### src/rtl/mmio_mem_responder_pkg.sv
// Shared types and default memory map for the tile MMIO responder.
package mmio_mem_responder_pkg;

    localparam int unsigned MMIO_ADRS_W = 32;
    localparam int unsigned MMIO_DATA_W = 32;
    localparam int unsigned MMIO_BE_W   = 4;
    localparam int unsigned MMIO_TAG_W  = 8;

    localparam logic [MMIO_ADRS_W-1:0] MMIO_I_MEM_BASE = 32'h0000_0000;
    localparam logic [MMIO_ADRS_W-1:0] MMIO_I_MEM_SIZE = 32'h0000_1000;
    localparam logic [MMIO_ADRS_W-1:0] MMIO_D_MEM_BASE = 32'h0040_0000;
    localparam logic [MMIO_ADRS_W-1:0] MMIO_D_MEM_SIZE = 32'h0000_2000;
    localparam int unsigned            MMIO_GNT_TIMEOUT = 64;

    // Responder sequencing states.
    typedef enum logic [1:0] {
        ST_IDLE   = 2'd0,
        ST_ISSUE  = 2'd1,
        ST_RDWAIT = 2'd2,
        ST_RESP   = 2'd3
    } t_mmio_rsp_state;

    // Latched request; adrs holds the offset within the selected memory.
    typedef struct packed {
        logic                   wr;
        logic [MMIO_ADRS_W-1:0] adrs;
        logic [MMIO_DATA_W-1:0] data;
        logic [MMIO_BE_W-1:0]   byteen;
        logic [MMIO_TAG_W-1:0]  tag;
    } t_mmio_req;

    // Response payload held for the response channel.
    typedef struct packed {
        logic [MMIO_DATA_W-1:0] data;
        logic [MMIO_TAG_W-1:0]  tag;
        logic                   err;
    } t_mmio_rsp;

    // Power-of-two window match: drop the in-window bits and compare to the base.
    function automatic logic win_hit(
        input logic [MMIO_ADRS_W-1:0] adrs,
        input logic [MMIO_ADRS_W-1:0] base,
        input logic [MMIO_ADRS_W-1:0] size
    );
        return (adrs & ~(size - 32'd1)) == base;
    endfunction

endpackage

### src/rtl/mmio_addr_decode.sv
// Combinational decode of an MMIO byte address into i_mem / d_mem windows.
module mmio_addr_decode
    import mmio_mem_responder_pkg::*;
#(
    parameter logic [31:0] I_MEM_BASE = MMIO_I_MEM_BASE,
    parameter logic [31:0] I_MEM_SIZE = MMIO_I_MEM_SIZE,
    parameter logic [31:0] D_MEM_BASE = MMIO_D_MEM_BASE,
    parameter logic [31:0] D_MEM_SIZE = MMIO_D_MEM_SIZE
) (
    input  logic [31:0] adrs,
    input  logic        wr,
    output logic        hit_i,
    output logic        hit_d,
    output logic [31:0] offset,
    output logic        err
);

    // Window match, offset and error; i_mem takes priority if windows ever overlap.
    always_comb begin
        hit_i  = win_hit(adrs, I_MEM_BASE, I_MEM_SIZE);
        hit_d  = win_hit(adrs, D_MEM_BASE, D_MEM_SIZE) & ~hit_i;
        offset = hit_i ? (adrs - I_MEM_BASE) : (adrs - D_MEM_BASE);
        // Reads must be word aligned; writes rely on byte enables instead.
        err    = ~(hit_i | hit_d) | (~wr & (adrs[1:0] != 2'b00));
    end

endmodule

### src/rtl/mmio_mem_responder.sv
// MMIO responder: one outstanding request, decoded to i_mem/d_mem, issued on arbiter grant.
module mmio_mem_responder
    import mmio_mem_responder_pkg::*;
#(
    parameter logic [31:0] I_MEM_BASE  = MMIO_I_MEM_BASE,
    parameter logic [31:0] I_MEM_SIZE  = MMIO_I_MEM_SIZE,
    parameter logic [31:0] D_MEM_BASE  = MMIO_D_MEM_BASE,
    parameter logic [31:0] D_MEM_SIZE  = MMIO_D_MEM_SIZE,
    parameter int unsigned GNT_TIMEOUT = MMIO_GNT_TIMEOUT
) (
    input  logic        QClk,
    input  logic        RstQnnnL,
    // request channel
    input  logic        ReqValidQ,
    output logic        ReqReadyQ,
    input  logic        ReqWrQ,
    input  logic [31:0] ReqAdrsQ,
    input  logic [31:0] ReqWrDataQ,
    input  logic [3:0]  ReqByteEnQ,
    input  logic [7:0]  ReqTagQ,
    // response channel
    output logic        RspValidQ,
    input  logic        RspReadyQ,
    output logic [31:0] RspDataQ,
    output logic [7:0]  RspTagQ,
    output logic        RspErrQ,
    // memory-side port
    output logic        MmioReqQ,
    input  logic        MemGntQ,
    output logic [31:0] MmioAdrsQ,
    output logic [31:0] MmioWrDataQ,
    output logic [3:0]  MmioByteEnQ,
    output logic        MmioDMemRdQ,
    output logic        MmioDMemWrQ,
    output logic        MmioIMemRdQ,
    output logic        MmioIMemWrQ,
    input  logic [31:0] DMemRdDataQ,
    input  logic [31:0] IMemRdDataQ
);

    localparam int unsigned      CNT_W    = (GNT_TIMEOUT > 2) ? $clog2(GNT_TIMEOUT) : 1;
    localparam logic [CNT_W-1:0] CNT_LAST = CNT_W'(GNT_TIMEOUT - 1);

    t_mmio_rsp_state  state_q, state_d;
    t_mmio_req        req_q, req_d;
    t_mmio_rsp        rsp_q, rsp_d;
    logic [1:0]       tgt_q, tgt_d;      // {d_mem, i_mem}
    logic [CNT_W-1:0] cnt_q, cnt_d;

    logic             dec_hit_i;
    logic             dec_hit_d;
    logic             dec_err;
    logic [31:0]      dec_offset;
    logic             gnt_c;

    mmio_addr_decode #(
        .I_MEM_BASE (I_MEM_BASE),
        .I_MEM_SIZE (I_MEM_SIZE),
        .D_MEM_BASE (D_MEM_BASE),
        .D_MEM_SIZE (D_MEM_SIZE)
    ) u_decode (
        .adrs   (ReqAdrsQ),
        .wr     (ReqWrQ),
        .hit_i  (dec_hit_i),
        .hit_d  (dec_hit_d),
        .offset (dec_offset),
        .err    (dec_err)
    );

    // Grant qualified by ISSUE: the single cycle in which memory is actually accessed.
    assign gnt_c = (state_q == ST_ISSUE) & MemGntQ;

    // Next-state, request latch, response capture and grant-timeout counter.
    always_comb begin
        state_d = state_q;
        req_d   = req_q;
        rsp_d   = rsp_q;
        tgt_d   = tgt_q;
        cnt_d   = cnt_q;

        unique case (state_q)
            ST_IDLE: begin
                if (ReqValidQ) begin
                    req_d.wr     = ReqWrQ;
                    req_d.adrs   = dec_offset;
                    req_d.data   = ReqWrDataQ;
                    req_d.byteen = ReqWrQ ? ReqByteEnQ : 4'hF;
                    req_d.tag    = ReqTagQ;
                    rsp_d.data   = '0;
                    rsp_d.tag    = ReqTagQ;
                    rsp_d.err    = dec_err;
                    tgt_d        = {dec_hit_d, dec_hit_i};
                    cnt_d        = '0;
                    state_d      = dec_err ? ST_RESP : ST_ISSUE;
                end
            end

            ST_ISSUE: begin
                rsp_d.tag = req_q.tag;
                // Grant beats the timeout when both land in the same cycle.
                if (MemGntQ) begin
                    state_d = req_q.wr ? ST_RESP : ST_RDWAIT;
                end else if (cnt_q == CNT_LAST) begin
                    rsp_d.err = 1'b1;
                    state_d   = ST_RESP;
                end else begin
                    cnt_d = cnt_q + CNT_W'(1);
                end
            end

            ST_RDWAIT: begin
                rsp_d.data = tgt_q[1] ? DMemRdDataQ : IMemRdDataQ;
                state_d    = ST_RESP;
            end

            ST_RESP: begin
                if (RspReadyQ) begin
                    state_d = ST_IDLE;
                end
            end

            default: begin
                state_d = ST_IDLE;
            end
        endcase
    end

    // State and datapath registers; reset aborts any in-flight access.
    always_ff @(posedge QClk or negedge RstQnnnL) begin
        if (!RstQnnnL) begin
            state_q <= ST_IDLE;
            req_q   <= '0;
            rsp_q   <= '0;
            tgt_q   <= '0;
            cnt_q   <= '0;
        end else begin
            state_q <= state_d;
            req_q   <= req_d;
            rsp_q   <= rsp_d;
            tgt_q   <= tgt_d;
            cnt_q   <= cnt_d;
        end
    end

    // Handshake flags, response fields and memory-port drive decoded from registered state.
    always_comb begin
        ReqReadyQ   = (state_q == ST_IDLE);
        RspValidQ   = (state_q == ST_RESP);
        RspDataQ    = rsp_q.data;
        RspTagQ     = rsp_q.tag;
        RspErrQ     = rsp_q.err;
        MmioReqQ    = (state_q == ST_ISSUE);
        MmioAdrsQ   = req_q.adrs;
        MmioWrDataQ = req_q.data;
        MmioByteEnQ = req_q.byteen;
        MmioIMemRdQ = gnt_c & tgt_q[0] & ~req_q.wr;
        MmioIMemWrQ = gnt_c & tgt_q[0] &  req_q.wr;
        MmioDMemRdQ = gnt_c & tgt_q[1] & ~req_q.wr;
        MmioDMemWrQ = gnt_c & tgt_q[1] &  req_q.wr;
    end

endmodule

### config.mk
export PLATFORM = sky130hd
export DESIGN_NAME = mmio_mem_responder
export DESIGN_NICKNAME = d
export VERILOG_FILES = /design/src/rtl/mmio_mem_responder_pkg.sv /design/src/rtl/mmio_addr_decode.sv /design/src/rtl/mmio_mem_responder.sv
export SDC_FILE = /design/constraint.sdc
export NUM_CORES = 1
export LEC_CHECK = 0
export BUFFER_PORTS_ARGS = -buffer_cell sky130_fd_sc_hd__buf_2
export CAP_MARGIN = 20
export CORE_MARGIN = 3
export CORE_UTILIZATION = 48
export DETAILED_ROUTE_END_ITERATION = 6
export GPL_ROUTABILITY_DRIVEN = 0
export PLACE_DENSITY = 0.8
export SLEW_MARGIN = 20
export SYNTH_ARGS = -nofsm -noshare
export SYNTH_HDL_FRONTEND = slang
export SYNTH_SLANG_ARGS = --single-unit
### constraint.sdc
create_clock -name QClk -period 2.6 [get_ports QClk]
set_clock_uncertainty 0.1 [all_clocks]
set_input_delay 0.52 -clock QClk [delete_from_list [all_inputs] [get_ports QClk]]
set_output_delay 0.52 -clock QClk [all_outputs]
set_load 0.01 [all_outputs]
==> results of run 1 <==
==> layout by cell type (no fill, tap or decap), drive strengths merged, types with 2 or more instances in the layout <==
cell      synthesis  layout
ha                7       7
nor4              4       4
nand4             3       3
nor2             28      28
and2              2       2
o21ai            42      42
bufinv            0       6
buf              78     275
mux2i            41      41
o41ai             3       3
xnor2             4       4
clkinvlp          0       2
or3               6       6
o31ai             5       5
nor3              4       4
clkinv            0       2
a21oi            17      17
nand2b            4       4
inv              13      13
nand2           242     242
dfrtp           128     128
o211ai            2       2
clkbuf           24      22
a31oi             9       9
and3              2       2
nand3             7       7
==> critical path: stages (launching register included) <==
cell	delay (ns)
dfrtp_1	0.43
inv_1	0.10
ha_1	0.36
nand3_1	0.17
nor2_1	0.12
buf_2	0.15
==> stage by stage <==
stage / cells / util (%) / area [um2] / total power [mW] / setup slack (ns)
final: 1059 / 63.99 / 7879 / 9.278 / 0.2199
after global routing: 1059 / 63.99 / 7879 / 9.930 / 0.1071
after CTS: 1059 / 63.99 / 7879 / 9.377 / 0.1910
after detailed placement: 1026 / 58.39 / 7189 / 6.628 / 0.2896
after global placement: 1026 / 58.39 / 7189 / 6.516 / 0.3189
after floorplan: 685 / - / 6206 / 5.836 / 0.5196
==> worst paths after layout <==
check | from | to | cells past startpoint
setup / recovery | state_q[1] | MmioDMemRdQ | 5
hold / removal | ReqAdrsQ[11] | MmioAdrsQ[11] | 3
setup reg to reg | state_q[0] | MmioByteEnQ[0] | 6
hold reg to reg | MmioAdrsQ[1] | MmioAdrsQ[1] | 2
max in group asynchronous | RstQnnnL | MmioWrDataQ[20] | 3
min in group asynchronous | RstQnnnL | MmioWrDataQ[2] | 2
==> logic make-up after synthesis <==
| kind of cell | count (synthesis) | share of synthesized area [%] |
|---|---|---|
| AOI/OAI and AO/OA | 84 | 7.722 |
| xor gates and xnor gates | 5 | 0.7056 |
| adders and majority gates | 7 | 1.411 |
| buffers and inverters | 115 | 11.65 |
| DFF | 128 | 51.61 |
| muxes | 42 | 6.794 |
| and+or+nand+nor | 304 | 20.10 |
==> per-layer routing <==
layer | wire length, um | vias up | track usage, %
met3 | 1041 | 16 | 6.079
li1 | - | 2556 | -
met5 | 0 | - | 0
met2 | 7821 | 180 | 37.08
met1 | 6458 | 2366 | 26.88
met4 | 244 | 0 | 7.946
==> layout make-up <==
type / instances / area share (%)
Sequential cell: 128 / 40.67
Tap cell: 168 / 2.668
Inverter: 13 / 0.6193
Clock inverter: 10 / 2.604
Clock buffer: 22 / 6.019
Timing Repair Buffer: 276 / 18.39
Multi-Input combinational cell: 442 / 29.03
==> sequential cells by signal, summed over array words and instances, names as in the netlist <==
signal / cells
RspDataQ: 32
MmioByteEnQ: 4
tgt_q: 2
state_q: 2
MmioWrDataQ: 32
cnt_q: 6
MmioAdrsQ: 32
RspTagQ: 8
RspErrQ: 1
req_q: 9
==> power groups by stage <==
| stage | Clock (mW) | Combinational (mW) | Sequential [mW] |
|---|---|---|---|
| 3_5_place_dp | 0 | 3.30 | 3.33 |
| 6_report | 2.70 | 3.26 | 3.32 |
| 2_1_floorplan | 0 | 2.44 | 3.40 |
| 4_1_cts | 2.75 | 3.31 | 3.31 |
| 5_1_grt | 2.84 | 3.66 | 3.43 |
| 3_3_place_gp | 0 | 3.22 | 3.30 |
==> repair_timing <==
| item | 4_1_cts | 5_1_grt |
|---|---|---|
| hold buffers | 1 | 0 |
| hold endpoints to repair | 31 | 0 |
| gates resized for setup | 0 | 0 |
==> impl.org, run 1 <==
** Min path
- The min-delay analysis places its worst path in the category in -> reg.

** Synth
- Commonest register cell after synthesis :: dfrtp_1
- In the synthesized netlist, the cells that appear most often are nand2_1, dfrtp_1, buf_4, mux2i_1, o21ai_0.
- Yosys printed 0 warnings.
- In this run, synthesis produced a sequential element count of 128.
- Yosys top cell area share :: 51.61%
- Number of synthesized flops with an enable pin :: 0
- Sequential-to-total area share from yosys stat :: 51.61%
- Instance count of the mapped netlist :: 685
- The largest total area in the synthesized netlist belongs to dfrtp_1.
- After synthesis, the netlist uses 44 different library cells.
- In the post-synthesis netlist, the cell with the most instances is nand2_1.
- Biggest area contributors in the synthesized netlist :: dfrtp_1, nand2_1, buf_4, mux2i_1, o21ai_0
- The synthesized netlist occupies a cell area of 6206 um2.
- Share of flip-flops with an asynchronous set or reset :: 100.0%
- Syn Nets :: 838
- Dividing the synthesized area by the synthesized cell count gives 9.060 um2.

** Route
- Routed Antenna Nets :: 0
- Number of iterations in the first detailed-routing pass :: 5
- After the first detailed-routing iteration, the DRC count stood at around 370.
- Number of vias per cell after detailed routing :: 4.833
- Summing over every cut layer, the via total after detailed routing is roughly 5000.
- Per-cell routed wire length :: 14.70 um
- DRC violation count after routing :: 0
- Final routed wirelength across all metal layers :: 15570 um

** Power
- Static leakage :: roughly 4.2 nW
- Sw Share :: 35.22%
- Sequential cells burn 35.7% of the power.
- Dividing total power by cell area gives a power density of 1178 nW/um2.
- The worst-case IR drop observed on VDD is 680.0 uV.
- Internal power component :: 6.010 mW
- Summed over all nets, the switching power comes to 3.268 mW.
- Part of the total power dissipated in combinational logic :: around a third
- The clock network is responsible for 29.1% of the overall power.

** Floorplanning
- Die area :: 14330 um2
- Initial Utilization :: 50.41%
- After floorplanning, the core was divided into 40 placement rows.
- In this run the count of I/O pins placed on the die edge is approximately 260.
- The core region is 12310 um2.
- The die is 119.7 um tall.
- Measured along the x axis, the die boundary spans 119.7 um.

** Outcome
- The flow ran to the end, and the final reports show no timing, DRC or antenna violations.

** Layout
- In the final layout, flip-flops and latches occupy 3204 um2.
- Fraction of final layout cells with drive strength greater than 1 :: 35.69%
- Synthesis-to-finish area growth :: 26.96%
- Area of the multi-input gates :: 2287 um2
- Fill cells :: 1041
- The final layout contains slightly above 1000 nets.
- The repair_antennas step left the layout with diodes totalling 0.

** Worst setup path
- STA classifies the critical path startpoint as a flop.
- Setup slack on the worst reg-to-reg path comes out at 0.47 ns.
- Data on the critical path is required at its endpoint by between 1.5 and 2 ns.
- Crit. End Element :: primary output
- Along the worst path, the maximum fanout reaches 8.
- Data arrival, critical path :: 1.76 ns
- Critical path type :: reg -> out

** STA
- Final critical-path share of the clock period :: between 90% and 100%
- Fmax :: 0.4202 GHz
- The count of pins over their slew limit came to 0.
- Number of endpoints with negative hold slack in the final report :: 0
- Measured against its own limit, the worst slew margin works out to 62.21%.
- Unrepaired setup endpoints after global routing :: false
- Crit path time final :: 2.380 ns
- Setup total negative slack :: 0 ns
- At the pin with the least slew margin, the transition time is 0.5649 ns.
- Across all hold checks on the routed design, the worst slack comes to 0.1976 ns.
- Setup violations remaining at the end of the flow were counted as 0.

** CTS
- Clock insertion delay at the later pin of the skew report :: 0.41 ns
- Buffers added to address setup during post-CTS repair amount to 0.
- CTS tree :: built
- The tree is rooted in a clkbuf_16.
- Clock H-tree levels :: 4
- CTS clk-pin slew, worst paths :: approximately 0.060 ns
- Clock Sink Count :: 128
- Buffers from clock root to sink, at most :: 2
- Number of buffers inserted during clock tree synthesis :: 17

** GRT
- Antenna violations before repair :: 0
- Global routing finished with a remaining overflow of 0.
- Total routing resource utilization after global routing :: 21.91%
- The number of global-route vias before repair is between 4000 and 5000.
- Largest net degree at the start of global routing :: 48
- The first global-routing pass estimated about 25000 um of wire.

** Run
- Max-cap violations in this run came to 0.

** Place
- Buffers on Ports :: roughly 260
- Half-perimeter wire length after detailed placement :: between 10000 and 15000 um
Note: power is estimated with default switching activity, not from simulation.
==> run 2: changes to the inputs <==
--- a/config.mk
+++ b/config.mk
@@ -11,7 +11,7 @@
 export CORE_UTILIZATION = 48
 export DETAILED_ROUTE_END_ITERATION = 6
 export GPL_ROUTABILITY_DRIVEN = 0
-export PLACE_DENSITY = 0.8
+export PLACE_DENSITY_LB_ADDON = 0.15
 export SLEW_MARGIN = 20
 export SYNTH_ARGS = -nofsm -noshare
 export SYNTH_HDL_FRONTEND = slang
==> run 2 against run 1 <==
  * Sequential power hardly changed
  * Largest power group unchanged
  * Non-clock buffer count is 1 lower
  * Flip-flop and latch count stayed put
  * Highest routed layer is now met5
  * Worst hold slack worse by 0.17 ns
  * Critical path depth is 1 lower
==> impl.org, run 2 (synthesized netlist as in run 1, its figures left out) <==
** Worst setup path
- Terminus of the critical flop-to-flop path :: cnt_q[5]
- Startpoint of the most critical register-to-register path :: state_q[0]
- The worst reg-to-reg path cell count is 7 (+1).
- The reg2reg setup slack came to 0.41 ns (-0.06 ns).
- The required time at the endpoint of the critical path is 1.98 ns (about the same).
- Startpoint class of the critical path :: flop
- The largest fanout of any net on the critical path is 22 (+14).
- Critical path type :: reg -> out
- The data arrival time of the critical path came to 1.70 ns (-0.06 ns).
- Crit. End Element :: primary output

** Layout
- The antenna diode count was 0 (unchanged).
- Fraction of the core area covered by cells at the end of the flow :: 63.81% (-0.18 points)
- The final non-filler cell total is 1058 (-0.094%).
- The number of nets in the finished design came to 1030 (-0.097%).
- Synthesis-to-finish area growth :: 26.59%
- Most frequent cells in the layout :: buf_2, nand2_1, dfrtp_1
- The share of post-route cells with drive strength above 1 came to 35.84% (+0.15 points).
- The library cell used most frequently in the layout, excluding fill and tap cells, is buf_2.
- Fill cells :: 1078 (+3.6%)

** Place
- Buffers on Ports :: 261 (unchanged)
- The number of placed instances with taps included came to 1026 (unchanged).
- The half-perimeter wire length after placement was 12000 um (+3.8%).

** Floorplanning
- The number of placement rows came to 40 (unchanged).
- Die width :: 119.7 um (unchanged)
- The number of top-level design ports came to 262 (unchanged).
- Core ar. :: 12310 um2 (unchanged)
- Die area :: 14330 um2 (unchanged)
- Die height :: 119.7 um (unchanged)
- The initial cell density of the core came to 50.41% (unchanged).

** Power
- The proportion of power drawn by combinational gates was 35.5% (+0.4 points).
- Clock network fraction of total power :: 28.3% (-0.8 points)
- Overall power of the completed layout :: 9.218 mW (-0.65%)
- The total internal power came to 5.912 mW (-1.6%).
- Power density normalized to cell area :: 1173 nW/um2 (-0.36%)
- Static leakage :: 4.150 nW (about the same)
- Sw Share :: 35.86% (+0.64 points)
- The worst voltage drop across the vdd grid is 599.3 uV (-12%).
- Proportion of power drawn by flip-flops and latches :: 36.2% (+0.5 points)
- The net load switching power came to 3.306 mW (+1.2%).

** GRT
- The initial antenna violation count is 1 (+1).
- Global-route wire length before repair :: 25510 um (+2.2%)
- The number of global-route vias before repair is 5111 (+2.4%).
- The overall overflow remaining after global route came to 0 (unchanged).
- Largest net degree at the start of global routing :: 64 (+33%)
- The total track usage came to 22.42% (+0.50 points).

** Run
- The number of violations of the max-capacitance limit is 0 (unchanged).

** STA
- The total of endpoints with negative setup slack in the final report came to 0 (unchanged).
- The maximum clock frequency was 0.4317 GHz (+2.7%).
- The count of pins over their slew limit was 0 (unchanged).
- Crit path time final :: 2.317 ns (-0.06351 ns)
- The slew at the pin closest to its max-slew limit was 0.6225 ns (+0.05756 ns).
- The part of the cycle the worst path needs was 89.10% (-2.4 points).
- Max_slew headroom :: 58.50% (-3.7 points)
- Unrepaired setup endpoints after global routing :: false
- The hold violation total from the final report is 0 (unchanged).
- Setup total negative slack :: 0 ns (unchanged)

** CTS
- Buffers from clock root to sink, at most :: 2 (unchanged)
- Setup fix buffers added after clock tree synthesis :: 0 (unchanged)
- The number of hold buffers added after cts is 0 (-1).
- The CTS buffer count was 17 (unchanged).
- Clock insertion delay at the later pin of the skew report :: 0.41 ns (about the same)
- Root buffer cell :: clkbuf_16
- TritonCTS built the clock tree.
- CTS clk-pin slew, worst paths :: 0.05 ns (about the same)
- Clock H-tree levels :: 4 (unchanged)
- Number of resized instances in the post-cts repair step :: 0 (unchanged)
- Clock Sink Count :: 128 (unchanged)

** Route
- Number of vias per cell after detailed routing :: 4.961 (+2.7%)
- Routed Antenna Nets :: 0 (unchanged)
- The vias after detailed routing came to 5249 (+2.6%).
- The detailed router's first-iteration violation count came to 320 (-14%).
- The detailed-router iteration count before antenna repair is 4 (-1).
- DRC violation count after routing :: 0 (unchanged)
- Per-cell routed wire length :: 15.12 um (+2.9%)
- Final routed wirelength across all metal layers :: 16000 um (+2.8%)

** Min path
- HP Class :: in -> async

** Outcome
- The run finished with clean final reports.
[run 2: power groups by stage]
stage | clock (mW) | sequential (mW) | combinational, mW
finish | 2.61 | 3.34 | 3.27
global route | 2.77 | 3.43 | 3.67
floorplan | 0 | 3.40 | 2.44
detailed placement | 0 | 3.35 | 3.32
global placement | 0 | 3.30 | 3.23
CTS | 2.66 | 3.33 | 3.33
[run 2: layer usage]
| metal | track usage, % | vias up | wire (um) |
|---|---|---|---|
| li1 | - | 2548 | - |
| met3 | 7.210 | 36 | 1334 |
| met1 | 27.44 | 2452 | 6339 |
| met5 | 0 | - | 7 |
| met4 | 9.162 | 2 | 430 |
| met2 | 36.76 | 211 | 7890 |
[run 2: layout make-up]
class / instances / area, um2 / area share, %
clock buffers: 21 / 470.5 / 5.988
clock inverters: 11 / 183.9 / 2.341
inverters: 13 / 48.80 / 0.6211
multi-input cells: 442 / 2287 / 29.11
flip-flops and latches: 128 / 3204 / 40.79
well taps: 168 / 210.2 / 2.676
repair buffers: 275 / 1451 / 18.47
[run 2: worst max-delay path by stage]
stage,startpoint,endpoint
after floorplan,ReqAdrsQ[22],MmioAdrsQ[30]
after global placement,ReqAdrsQ[22],MmioAdrsQ[30]
after detailed placement,ReqAdrsQ[22],MmioAdrsQ[30]
after CTS,state_q[1],MmioReqQ
after global routing,state_q[0],cnt_q[5]
final,state_q[1],MmioReqQ
[run 2: metrics by stage]
step	setup WS [ns]	hold WS [ns]	instance area (um2)
floorplan	0.5196	0.1244	6206
global placement	0.3172	0.3533	7202
finish	0.2834	0.02490	7856
CTS	0.2782	0.03189	7856
detailed placement	0.2850	0.3575	7202
global route	0.1983	0.05502	7856
[run 2: critical path, stage by stage, from the launching register on]
cell and delay [ns]:
dfrtp_1 0.43, inv_1 0.10, ha_1 0.23, buf_4 0.31
buf_2 0.21
